[config.mk]
export PLATFORM = sky130hd
export DESIGN_NAME = slv_guard_rst_ctrl_flat
export DESIGN_NICKNAME = d
export VERILOG_FILES = /design/src/rtl/slv_guard_rst_ctrl_if.sv /design/src/rtl/slv_guard_rst_ctrl.sv /design/src/flat_wrapper.sv
export SDC_FILE = /design/constraint.sdc
export NUM_CORES = 1
export LEC_CHECK = 0
export BUFFER_PORTS_ARGS = -buffer_cell sky130_fd_sc_hd__buf_2
export CAP_MARGIN = 20
export CORE_ASPECT_RATIO = 0.5
export CORE_UTILIZATION = 50
export DETAILED_ROUTE_END_ITERATION = 8
export GPL_TIMING_DRIVEN = 0
export PLACE_DENSITY = 0.7
export SYNTH_ARGS = -nofsm -noshare
export SYNTH_HDL_FRONTEND = slang
export SYNTH_SLANG_ARGS = --single-unit
[constraint.sdc]
create_clock -name clk_i -period 4.8 [get_ports clk_i]
set_input_delay 1.2 -clock clk_i [delete_from_list [all_inputs] [get_ports clk_i]]
set_output_delay 1.2 -clock clk_i [all_outputs]
set_load 0.005 [all_outputs]
[src/rtl/slv_guard_rst_ctrl_if.sv]
// Reset-sequencer bundle between the subordinate guard (master side) and
// slv_guard_rst_ctrl (slave side). The guard drives the request and the
// counter clear. The sequencer returns the status strobe, the subordinate
// reset, the isolation/busy flags, the reset count and the error flag.
interface slv_guard_rst_ctrl_if #(
  parameter int CntWidth = 8
);
  logic                rst_req_i;
  logic                clr_cnt_i;
  logic                rst_stat_o;
  logic                slv_rst_no;
  logic                isolate_o;
  logic                busy_o;
  logic [CntWidth-1:0] rst_cnt_o;
  logic                err_o;

  modport master (
    output rst_req_i,
    output clr_cnt_i,
    input  rst_stat_o,
    input  slv_rst_no,
    input  isolate_o,
    input  busy_o,
    input  rst_cnt_o,
    input  err_o
  );

  modport slave (
    input  rst_req_i,
    input  clr_cnt_i,
    output rst_stat_o,
    output slv_rst_no,
    output isolate_o,
    output busy_o,
    output rst_cnt_o,
    output err_o
  );
endinterface

[src/rtl/slv_guard_rst_ctrl.sv]
// Subordinate reset sequencer placed downstream of the subordinate guard.
// A guard reset request produces a fixed-length active-low reset pulse into
// the subordinate, followed by a settle interval and a one-cycle completion
// strobe back to the guard. The sequencer then waits for the request to drop.
// Optional build macro SLV_GUARD_RST_TIMEOUT_EN bounds the wait for the
// request to drop. When that wait expires, the sticky err_o is set and the
// FSM is forced back to IDLE. Without the macro, err_o is tied low.
module slv_guard_rst_ctrl #(
  parameter int RstCycles     = 16,
  parameter int SettleCycles  = 8,
  parameter int TimeoutCycles = 256,
  parameter int CntWidth      = 8
) (
  input  logic                  clk_i,
  input  logic                  rst_ni,
  slv_guard_rst_ctrl_if.slave   bus
);

  localparam int MaxRs   = (RstCycles > SettleCycles) ? RstCycles : SettleCycles;
  localparam int MaxPh   = (MaxRs > TimeoutCycles) ? MaxRs : TimeoutCycles;
  localparam int PhW     = $clog2(MaxPh + 1);
  localparam logic [PhW-1:0] RstLd    = PhW'(RstCycles);
  localparam logic [PhW-1:0] SettleLd = PhW'(SettleCycles);
  localparam logic [PhW-1:0] PhOne    = PhW'(1);
`ifdef SLV_GUARD_RST_TIMEOUT_EN
  localparam logic [PhW-1:0] TmoLd    = PhW'(TimeoutCycles);
`endif
  localparam logic [CntWidth-1:0] CntMax = {CntWidth{1'b1}};

  typedef enum logic [2:0] {
    INIT, IDLE, ASSERT, SETTLE, ACK, WAIT_CLR
  } state_e;

  typedef struct packed {
    logic slv_rst_n;
    logic isolate;
    logic busy;
    logic stat;
  } outs_t;

  // Registered output pattern for the state being entered.
  function automatic outs_t outs_for(input state_e s);
    outs_t o;
    o = '{slv_rst_n: 1'b1, isolate: 1'b1, busy: 1'b1, stat: 1'b0};
    case (s)
      INIT:    o.slv_rst_n = 1'b0;
      IDLE:    begin o.isolate = 1'b0; o.busy = 1'b0; end
      ASSERT:  o.slv_rst_n = 1'b0;
      ACK:     o.stat = 1'b1;
      default: ;
    endcase
    return o;
  endfunction

  state_e              state_q;
  logic [PhW-1:0]      ph_q;
  outs_t               outs_q;
  logic [CntWidth-1:0] cnt_q;
`ifdef SLV_GUARD_RST_TIMEOUT_EN
  logic                err_q;
`endif

  // Sequencer FSM: phase counter loaded on every state entry, counts down
  // to 1. Outputs are registered from the state being entered.
  always_ff @(posedge clk_i or negedge rst_ni) begin
    if (!rst_ni) begin
      state_q <= INIT;
      ph_q    <= RstLd;
      outs_q  <= outs_for(INIT);
      cnt_q   <= '0;
`ifdef SLV_GUARD_RST_TIMEOUT_EN
      err_q   <= 1'b0;
`endif
    end else begin
      // Clear beats a same-cycle increment.
      if (bus.clr_cnt_i) cnt_q <= '0;
      case (state_q)
        INIT: begin
          if (ph_q == PhOne) begin
            state_q <= IDLE;
            outs_q  <= outs_for(IDLE);
          end else begin
            ph_q <= ph_q - PhOne;
          end
        end
        IDLE: begin
          if (bus.rst_req_i) begin
            state_q <= ASSERT;
            ph_q    <= RstLd;
            outs_q  <= outs_for(ASSERT);
            if (!bus.clr_cnt_i && cnt_q != CntMax) cnt_q <= cnt_q + 1'b1;
          end
        end
        ASSERT: begin
          if (ph_q == PhOne) begin
            if (SettleCycles == 0) begin
              state_q <= ACK;
              outs_q  <= outs_for(ACK);
            end else begin
              state_q <= SETTLE;
              ph_q    <= SettleLd;
              outs_q  <= outs_for(SETTLE);
            end
          end else begin
            ph_q <= ph_q - PhOne;
          end
        end
        SETTLE: begin
          if (ph_q == PhOne) begin
            state_q <= ACK;
            outs_q  <= outs_for(ACK);
          end else begin
            ph_q <= ph_q - PhOne;
          end
        end
        ACK: begin
          state_q <= WAIT_CLR;
          outs_q  <= outs_for(WAIT_CLR);
`ifdef SLV_GUARD_RST_TIMEOUT_EN
          ph_q    <= TmoLd;
`endif
        end
        WAIT_CLR: begin
          if (!bus.rst_req_i) begin
            state_q <= IDLE;
            outs_q  <= outs_for(IDLE);
`ifdef SLV_GUARD_RST_TIMEOUT_EN
          end else if (ph_q == PhOne) begin
            // Guard never dropped its request: flag it and rearm from IDLE.
            state_q <= IDLE;
            outs_q  <= outs_for(IDLE);
            err_q   <= 1'b1;
          end else begin
            ph_q <= ph_q - PhOne;
`endif
          end
        end
        default: begin
          state_q <= INIT;
          ph_q    <= RstLd;
          outs_q  <= outs_for(INIT);
        end
      endcase
    end
  end

  assign bus.slv_rst_no = outs_q.slv_rst_n;
  assign bus.isolate_o  = outs_q.isolate;
  assign bus.busy_o     = outs_q.busy;
  assign bus.rst_stat_o = outs_q.stat;
  assign bus.rst_cnt_o  = cnt_q;
`ifdef SLV_GUARD_RST_TIMEOUT_EN
  assign bus.err_o      = err_q;
`else
  assign bus.err_o      = 1'b0;
`endif

endmodule

[src/flat_wrapper.sv]
// flat-port wrapper written by rule: the top's interface ports become plain ports
module slv_guard_rst_ctrl_flat 
#(
  parameter int RstCycles     = 16,
  parameter int SettleCycles  = 8,
  parameter int TimeoutCycles = 256,
  parameter int CntWidth      = 8
)
  (clk_i, rst_ni, bus_rst_req_i, bus_clr_cnt_i, bus_rst_stat_o, bus_slv_rst_no, bus_isolate_o, bus_busy_o, bus_rst_cnt_o, bus_err_o);
  slv_guard_rst_ctrl_if #(.CntWidth(CntWidth)) bus_i ();
  input  logic clk_i;
  input  logic rst_ni;
  input wire logic [$bits(bus_i.rst_req_i)-1:0] bus_rst_req_i;
  input wire logic [$bits(bus_i.clr_cnt_i)-1:0] bus_clr_cnt_i;
  output wire logic [$bits(bus_i.rst_stat_o)-1:0] bus_rst_stat_o;
  output wire logic [$bits(bus_i.slv_rst_no)-1:0] bus_slv_rst_no;
  output wire logic [$bits(bus_i.isolate_o)-1:0] bus_isolate_o;
  output wire logic [$bits(bus_i.busy_o)-1:0] bus_busy_o;
  output wire logic [$bits(bus_i.rst_cnt_o)-1:0] bus_rst_cnt_o;
  output wire logic [$bits(bus_i.err_o)-1:0] bus_err_o;
  assign bus_i.rst_req_i = bus_rst_req_i;
  assign bus_i.clr_cnt_i = bus_clr_cnt_i;
  assign bus_rst_stat_o = bus_i.rst_stat_o;
  assign bus_slv_rst_no = bus_i.slv_rst_no;
  assign bus_isolate_o = bus_i.isolate_o;
  assign bus_busy_o = bus_i.busy_o;
  assign bus_rst_cnt_o = bus_i.rst_cnt_o;
  assign bus_err_o = bus_i.err_o;
  slv_guard_rst_ctrl #(.RstCycles(RstCycles), .SettleCycles(SettleCycles), .TimeoutCycles(TimeoutCycles), .CntWidth(CntWidth)) u_core (.clk_i(clk_i), .rst_ni(rst_ni), .bus(bus_i));
endmodule
Word-level counts from Yosys, hierarchy flattened
Index checks and enable logic that the tools add are counted.
Widths: inputs -> output; s select.
Operators by class
  add/subtract/negate cells: 2
  equality and inequality tests: 13
  muxes and demuxes: 20
  bitwise logic cells: 1
  reductions and logical operators: 7
Operators with widths (count)
  $pmux 9 s4: 1
  $mux 8: 4
  $mux 9: 3
  $pmux 4 s6: 1
  $mux 4: 5
  $pmux 3 s6: 1
  $mux 3: 5
  $eq 9x1->1 const B: 1
  $sub 9x1->9 const B: 1
  $add 8x1->8 const B: 1
  $ne 8x8->1 const B: 1
  $eq 3x2->1 const B: 2
  $eq 3x3->1 const B: 2
  $ne 2x1->1 const B: 3
  $ne 2x2->1 const B: 3
  $reduce_and 5->1: 1
  $reduce_or 2->1: 2
  $eq 3x1->1 const B: 1
  $logic_not 3->1: 1
  $reduce_and 3->1: 1
  $logic_and 1x1->1: 1
  $logic_not 1->1: 1
  $not 1->1: 1
Word-level totals
  register bits: 24
  bits of input ports: 4

Longest topological paths before layout
Gate-level depths: netlist of run 1.
  depth after elaboration: 5
  mapped depth: 7
  depth with buffers taken out: 6

Worst setup path before layout of run 1
No wires, ideal clock.
  kind: input to register
  start point: input bus_rst_req_i
  end point: register u_core.cnt_q[3], in the netlist u_core.bus.rst_cnt_o[3]
  library setup time: 78 ps
  arrival time: 2141 ps
  path slack: 2581 ps
  stages: 5
  cell sequence: buf_2 and4bb_2 o31ai_2 or3_1 a21oi_1
Between the ends
  cells in the longest elaborated chain, start to end: 2
Ends and longest elaborated chain
  start, declared: RTL line flat_wrapper.sv:13  | input wire logic [$bits(bus_i.rst_req_i)-1:0] bus_rst_req_i;
  $mux 8: RTL line slv_guard_rst_ctrl.sv:87  | if (bus.rst_req_i) begin
  $mux 8: RTL line slv_guard_rst_ctrl.sv:77  | case (state_q)
  end signal, assigned: RTL line slv_guard_rst_ctrl.sv:91  | if (!bus.clr_cnt_i && cnt_q != CntMax) cnt_q <= cnt_q + 1'b1;
  end, declared: RTL line slv_guard_rst_ctrl.sv:58  | logic [CntWidth-1:0] cnt_q;
No other way between the ends.
A chain may end at the register's enable or synchronous reset.

Worst setup path after layout of run 1
  start point: register u_core.outs_q, in the netlist u_core.bus.isolate_o
  end point: output bus_isolate_o
RTL lines
  start, declared: RTL line slv_guard_rst_ctrl.sv:57  | outs_t outs_q;
  start signal, assigned: RTL line slv_guard_rst_ctrl.sv:69  | outs_q <= outs_for(INIT);
  start signal, assigned: RTL line slv_guard_rst_ctrl.sv:81  | outs_q <= outs_for(IDLE);
  start signal, assigned: RTL line slv_guard_rst_ctrl.sv:90  | outs_q <= outs_for(ASSERT);
  end, declared: RTL line flat_wrapper.sv:17  | output wire logic [$bits(bus_i.isolate_o)-1:0] bus_isolate_o;
No word-level cell between the ends.

==> reports/results.tsv, run 1 <==
stage	metric	value	unit
timing	finalHoldViolations	0	
setup_path	r2r_slack	2.98	ns
setup_path	path_buf_inv	2	
die	start_util	55.10	%
setup_path	reg2reg_from	u_core.ph_q[0]$_DFFE_PN0P_	
routing	drtAntennaViolNets	0	
clock_tree	clkSlewWorstSetupHoldPaths	0.08	ns
timing	fin_crit_sh	47.27	%
routing	wl	3076	µm
die	ios	17	
die	core	0.002700	mm²
logic_synthesis	ys_seq_area_share	38.86	%
logic_synthesis	synth_top_cells_by_area	dfrtp_1 (35%), o21ai_0 (4.4%), dfstp_2 (3.5%)	
setup_path	cp-end-kind	output port	
clock_tree	ctsResizeCount	0	
die	placement_rows	13	
logic_synthesis	ys_ff_latch	23	
setup_path	slowest_stage	dfstp_2	
timing	fin_setup_tns	0	ns
worst_hold_path	min_path_cells	1	
routing	wl_per_cell	14.51	µm
timing	period_minus_slack	2.269	ns
cells_and_area	multi_input_area	817.0	µm²
cells_and_area	seq_area	578.1	µm²
clock_tree	cts_buffer_depth	2	
worst_hold_path	min_path_type	register to register	
setup_path	crit_chain	buf_4 -> buf_2	
global_routing	grt_usage	21.86	%
logic_synthesis	yosys.area.top_type_share	35.32	%
timing	skew	0.002371	ns
clock_tree	post_cts_buffers	0	
logic_synthesis	syn_avg_cell_area	9.416	µm²
timing	clock.fmax	440.7	MHz
timing	relSlewSlack	55.33	%
setup_path	path_class	register to output port	
clock_tree	cts_buffers	3	
placement	port_buffers	13	
placement	pre_cts_ws	2.464	ns
logic_synthesis	synth_cell_type_count	56	
placement	place_hpwl	2217	µm
setup_path	max_stage_delay	0.59	ns
power_and_ir_drop	power	0.0007558	W
clock_tree	insertion_delay	0.27	ns
worst_hold_path	hold_start	u_core.ph_q[0]$_DFFE_PN0P_	
power_and_ir_drop	ir_drop	0.0001829	V
setup_path	start_kind	register	
logic_synthesis	synth_top_area_cell	dfrtp_1	
logic_synthesis	synth_edf_count	0	
clock_tree	cts_htree_levels	1	
cells_and_area	final_nets	183	
clock_tree	cts_tree	built	
cells_and_area	antenna_cells	0	
routing	viasPerCell	5.892	
outcome	status	finished clean	
cells_and_area	area.growth.synth_to_final	10.60	%
routing	dr.pass1.iters	4	
setup_path	crit_path_start	u_core.bus.isolate_o$_DFFE_PN1P_	
power_and_ir_drop	power_density	459.3	mW/mm²
die	die-area	0.003211	mm²
routing	drtIter0Drc	58	
die	die-width	79.14	µm
logic_synthesis	ys_warn_count	0	
cells_and_area	drive_above_1_share	21.71	%
clock_tree	cts.sinks	23	
setup_path	cp.arrival	1.07	ns
setup_path	worstPathMaxFanout	5	
cells_and_area	fin_cells	212	
run	maxCapViolCount	0	
logic_synthesis	synth_cells	158	
setup_path	r2r_cells	6	
logic_synthesis	synthArstFlopShare	100.0	%
setup_path	path_delay_family	flip-flops	
global_routing	antenna_found_initial	0	
timing	worst_slew_pin_slew	0.6687	ns
timing	setup_viol	0	
clock_tree	holdBufCountCts	0	
logic_synthesis	yosys_most_used_dff	dfrtp_1	
timing	rsz0062_at_grt	no	
worst_hold_path	hold_end	u_core.ph_q[0]$_DFFE_PN0P_	
die	die_h	40.57	µm
setup_path	r2r-end	u_core.ph_q[6]$_DFFE_PN0P_	
clock_tree	cts_root_buf	clkbuf_8	
logic_synthesis	syn_nets	165	
power_and_ir_drop	power_leakage	0.6821	nW
global_routing	grt_first_pass_wirelength	5050	µm
routing	vias	1249	
routing	drc	0	
setup_path	critPathRequiredTime	3.60	ns
global_routing	grt_pass1_vias	1093	
global_routing	grt_overflow	0	
placement	post_dp_cell_area	0.001599	mm²
logic_synthesis	syn-cell-area	0.001488	mm²
timing	fin_ws	2.531	ns
global_routing	grt_max_degree	24	
placement	gp_congestion	0.8640	
timing	final_max_slew_viol_count	0	
cells_and_area	nFillCells	232	
cells_and_area	postLayoutCellArea	0.001645	mm²
placement	dp.cells	208	
## logic make-up after synthesis
family	synth area share, %
AOI/OAI and AO/OA	24.48
xor gates and xnor gates	1.178
adders and majority gates	3.196
buffers and inverters	6.224
DFF	38.86
muxes	2.019
other	0.2521
and+or+nand+nor	23.80
## cells in the final DEF, fill, tap and decap left out, drive strengths merged, types with 2 or more instances in the layout
master,count
a211oi,3
a21oi,10
and3,2
buf,21
clkbuf,4
dfrtp,21
dfstp,2
ha,3
inv,11
mux2i,3
nand2,11
nand2b,2
nand3,3
nor2,14
nor2b,2
nor3,7
nor4,3
o2111ai,3
o21ai,18
o311ai,2
o31ai,2
o32ai,2
or3,3
xor2,2
## routing by layer
metal,vias up,wire (µm),track usage [%]
met3,7,120,5.682
met1,601,1540,26.65
met5,-,0,0
met4,0,37,6.364
met2,23,1378,39.87
li1,618,-,-
## how the worst max path moves through the flow
stage                                              to  depth (start not counted)
floorplan           u_core.bus.rst_cnt_o[3]$_DFF_PN0_                          5
global placement    u_core.bus.rst_cnt_o[7]$_DFF_PN0_                          5
detailed placement  u_core.bus.rst_cnt_o[7]$_DFF_PN0_                          5
CTS                                     bus_isolate_o                          2
global route                            bus_isolate_o                          2
finish                                  bus_isolate_o                          2
## flip-flops by register name, indices dropped and copies added, names as in the netlist
| signal | count |
|---|---|
| u_core.ph_q | 9 |
| u_core.bus.rst_cnt_o | 8 |
| u_core.state_q | 3 |
| u_core.bus.isolate_o | 1 |
| u_core.bus.rst_stat_o | 1 |
| u_core.bus.slv_rst_no | 1 |
## cell type report
| class | instances | share of cell area [%] |
|---|---|---|
| clock buffers | 3 | 2.510 |
| plain buffers | 9 | 3.118 |
| clock inverters | 1 | 0.3042 |
| well taps | 37 | 2.814 |
| multi-input cells | 115 | 49.66 |
| inverters | 11 | 2.510 |
| repair buffers | 13 | 3.954 |
| flip-flops and latches | 23 | 35.13 |
## synth_stat cells, types with 2 or more instances
library cell   n
dfrtp_1       21
nor2_1        13
o21ai_0       13
inv_1         11
nand2_1       10
a21oi_1        9
nor3_1         7
o21ai_1        5
buf_4          4
ha_1           3
mux2i_1        3
nand3_1        3
o2111ai_1      3
or3_1          3
a211oi_1       2
buf_1          2
buf_2          2
dfstp_2        2
nand2b_1       2
nor2b_1        2
o32ai_1        2
xor2_1         2
## power breakdown
group / leakage (nW) / internal (W) / switching [W] / total [W]
Clock: 0.0255 / 0.0000581 / 0.0000659 / 0.000124
Combinational: 0.359 / 0.000135 / 0.000174 / 0.000309
Sequential: 0.297 / 0.000252 / 0.0000715 / 0.000323
Total: 0.682 / 0.000445 / 0.000311 / 0.000756
## through the flow
step | hold WS (ns) | util [%]
finish | 0.5673 | 60.94
global route | 0.5915 | 60.94
global placement | 0.5455 | 59.22
CTS | 0.5634 | 60.94
floorplan | 0.5094 | -
detailed placement | 0.5503 | 59.22
Power figures use the tool's default switching activity.
==> run 2: changes to the inputs <==
--- a/config.mk
+++ b/config.mk
@@ -11,7 +11,7 @@
 export CORE_UTILIZATION = 50
 export DETAILED_ROUTE_END_ITERATION = 8
 export GPL_TIMING_DRIVEN = 0
-export PLACE_DENSITY = 0.7
+export PLACE_DENSITY = 0.73
 export SYNTH_ARGS = -nofsm -noshare
 export SYNTH_HDL_FRONTEND = slang
 export SYNTH_SLANG_ARGS = --single-unit
==> constraint.sdc (replaced) <==
create_clock -name clk_i -period 2.08 [get_ports clk_i]
set_input_delay 0.52 -clock clk_i [delete_from_list [all_inputs] [get_ports clk_i]]
set_output_delay 0.52 -clock clk_i [all_outputs]
set_load 0.005 [all_outputs]
==> run 2 against run 1 <==
Effect of this change:
- wire length increased by 2.5%
- first-iteration DRC count decreased by 1.7%
- total power increased by 130%
- critical endpoint is now u_core.ph_q[8]$_DFFE_PN0P_
- largest cell class unchanged
- highest routed layer unchanged
==> reports/results.tsv, run 2 (synthesized netlist as in run 1, its figures left out) <==
stage	metric	value	unit	change
run	maxCapViolCount	0		unchanged
clock_tree	clkSlewWorstSetupHoldPaths	0.08	ns	about the same
global_routing	grt_first_pass_wirelength	4974	µm	was 5050 µm
setup_path	r2r_slack	0.27	ns	was 2.98 ns
routing	dr.pass1.iters	4		unchanged
placement	port_buffers	13		unchanged
timing	rsz0062_at_grt	no		unchanged
timing	final_max_slew_viol_count	0		unchanged
setup_path	path_delay_family	simple AND/OR/NAND/NOR gates		was flip-flops
setup_path	crit_chain	inv_1 -> ha_1 -> nor3b_1 -> and3_2 -> o21ai_0 -> o21ai_1		was buf_4 -> buf_2
routing	wl	3154	µm	was 3076 µm
setup_path	path_class	register to register		was register to output port
timing	fin_ws	0.2745	ns	was 2.531 ns
die	ios	17		unchanged
clock_tree	holdBufCountCts	0		unchanged
placement	dp.cells	208		unchanged
routing	wl_per_cell	14.88	µm	was 14.51 µm
routing	vias	1252		was 1249
clock_tree	cts_root_buf	clkbuf_8		unchanged
setup_path	critPathRequiredTime	2.28	ns	was 3.60 ns
setup_path	r2r_cells	6		unchanged
die	core	0.002700	mm²	unchanged
global_routing	grt_pass1_vias	1090		was 1093
setup_path	worstPathMaxFanout	6		was 5
outcome	status	finished clean		unchanged
global_routing	grt_usage	21.22	%	was 21.86%
routing	viasPerCell	5.906		was 5.892
routing	drc	0		unchanged
die	die_h	40.57	µm	unchanged
power_and_ir_drop	power_leakage	0.6794	nW	was 0.6821 nW
cells_and_area	final_nets	183		unchanged
setup_path	cp.arrival	2.01	ns	was 1.07 ns
setup_path	path_depth	6		was 2
setup_path	cp-end-kind	register		was output port
cells_and_area	antenna_cells	0		unchanged
cells_and_area	final_common_cell	dfrtp_1		unchanged
timing	relSlewSlack	56.15	%	was 55.33%
cells_and_area	layout_common_cells	dfrtp_1 (21), buf_2 (15), nor2_1 (13), o21ai_0 (13), inv_1 (11)		unchanged
setup_path	slowest_stage	nor3b_1		was dfstp_2
clock_tree	cts_htree_levels	1		unchanged
timing	period_minus_slack	1.805	ns	
cells_and_area	nFillCells	257		was 232
timing	worst_slew_pin_slew	0.6563	ns	was 0.6687 ns
cells_and_area	postLayoutCellArea	0.001644	mm²	was 0.001645 mm²
timing	skew	0.005868	ns	was 0.002371 ns
die	placement_rows	13		unchanged
power_and_ir_drop	power_density	1057	mW/mm²	was 459.3 mW/mm²
cells_and_area	top_register	u_core.ph_q		unchanged
setup_path	r2r-end	u_core.ph_q[8]$_DFFE_PN0P_		was u_core.ph_q[6]$_DFFE_PN0P_
cells_and_area	drive_above_1_share	21.14	%	was 21.71%
setup_path	crit_end	u_core.ph_q[8]$_DFFE_PN0P_		was bus_isolate_o
global_routing	grt_max_degree	24		unchanged
timing	clock.fmax	553.9	MHz	
global_routing	grt_overflow	0		unchanged
die	start_util	55.10	%	unchanged
clock_tree	post_cts_buffers	0		unchanged
clock_tree	ctsResizeCount	0		unchanged
power_and_ir_drop	ir_drop	0.0003959	V	was 0.0001829 V
setup_path	crit_path_start	u_core.ph_q[1]$_DFFE_PN0P_		was u_core.bus.isolate_o$_DFFE_PN1P_
clock_tree	cts_buffers	3		unchanged
placement	post_dp_cell_area	0.001599	mm²	unchanged
placement	pre_cts_ws	0.3011	ns	was 2.464 ns
clock_tree	insertion_delay	0.27	ns	about the same
clock_tree	cts.sinks	23		unchanged
timing	finalHoldViolations	0		unchanged
timing	setup_viol	0		unchanged
placement	place_hpwl	2263	µm	was 2217 µm
die	die-area	0.003211	mm²	unchanged
cells_and_area	area.growth.synth_to_final	10.51	%	was 10.60%
routing	drtAntennaViolNets	0		unchanged
placement	gp_congestion	0.8409		was 0.8640
timing	hold_slack	0.2170	ns	was 0.5673 ns
setup_path	start_kind	register		unchanged
cells_and_area	fin_cells	212		unchanged
setup_path	path_buf_inv	1		was 2
global_routing	antenna_found_initial	0		unchanged
clock_tree	cts_buffer_depth	2		unchanged
timing	fin_crit_sh	86.80	%	
timing	fin_setup_tns	0	ns	unchanged
cells_and_area	largest_reg_flops	9		unchanged
clock_tree	cts_tree	built		unchanged
setup_path	reg2reg_from	u_core.ph_q[1]$_DFFE_PN0P_		was u_core.ph_q[0]$_DFFE_PN0P_
worst_hold_path	min_path_type	input pin to async pin		was register to register
setup_path	max_stage_delay	0.57	ns	was 0.59 ns
routing	drtIter0Drc	57		was 58
die	die-width	79.14	µm	unchanged
run 2: cell type report:
| class | count | area [µm²] | share of cell area, % |
|---|---|---|---|
| Inverter | 11 | 41.29 | 2.511 |
| Tap cell | 37 | 46.29 | 2.816 |
| Clock buffer | 4 | 45.04 | 2.740 |
| Multi-Input combinational cell | 115 | 817.0 | 49.70 |
| Sequential cell | 23 | 578.1 | 35.16 |
| Timing Repair Buffer | 13 | 65.06 | 3.957 |
| Buffer | 9 | 51.30 | 3.120 |
run 2: worst min-delay path by stage:
stage | to | start | cells past startpoint
after detailed placement | u_core.bus.rst_cnt_o[0]$_DFF_PN0_ | rst_ni | 1
after floorplan | u_core.bus.rst_cnt_o[0]$_DFF_PN0_ | rst_ni | 0
final | u_core.state_q[0]$_DFFE_PN0P_ | rst_ni | 1
after global routing | u_core.state_q[0]$_DFFE_PN0P_ | rst_ni | 1
after CTS | u_core.state_q[0]$_DFFE_PN0P_ | rst_ni | 1
after global placement | u_core.bus.rst_cnt_o[0]$_DFF_PN0_ | rst_ni | 1
run 2: per-stage QoR:
stage,utilization (%),power [W]
final,60.89,0.001738
after global routing,60.89,0.001871
after CTS,60.89,0.001742
after detailed placement,59.22,0.001455
after global placement,59.22,0.001436
after floorplan,-,0.001282
run 2: report_power, final:
| group | switching (W) | internal [W] | total (W) |
|---|---|---|---|
| sequential | 0.000171 | 0.000581 | 0.000752 |
| clock | 0.000143 | 0.000137 | 0.000280 |
| combinational | 0.000396 | 0.000310 | 0.000707 |
| total | 0.000710 | 0.00103 | 0.00174 |
run 2: worst reg2reg max path, stage by stage (launching register included):
cell     delay, ns
dfrtp_1       0.41
inv_1         0.13
ha_1          0.20
nor3b_1       0.57
and3_2        0.27
o21ai_0       0.07
o21ai_1       0.10
run 2: layer usage:
metal	up-vias	wire length [µm]	part of all wire, %	GRT usage, %
li1	613	-	-	-
met1	597	1504	48	25.61
met2	34	1443	46	38.36
met3	8	149	4.7	6.136
met4	0	57	1.8	6.364
met5	-	0	0	0
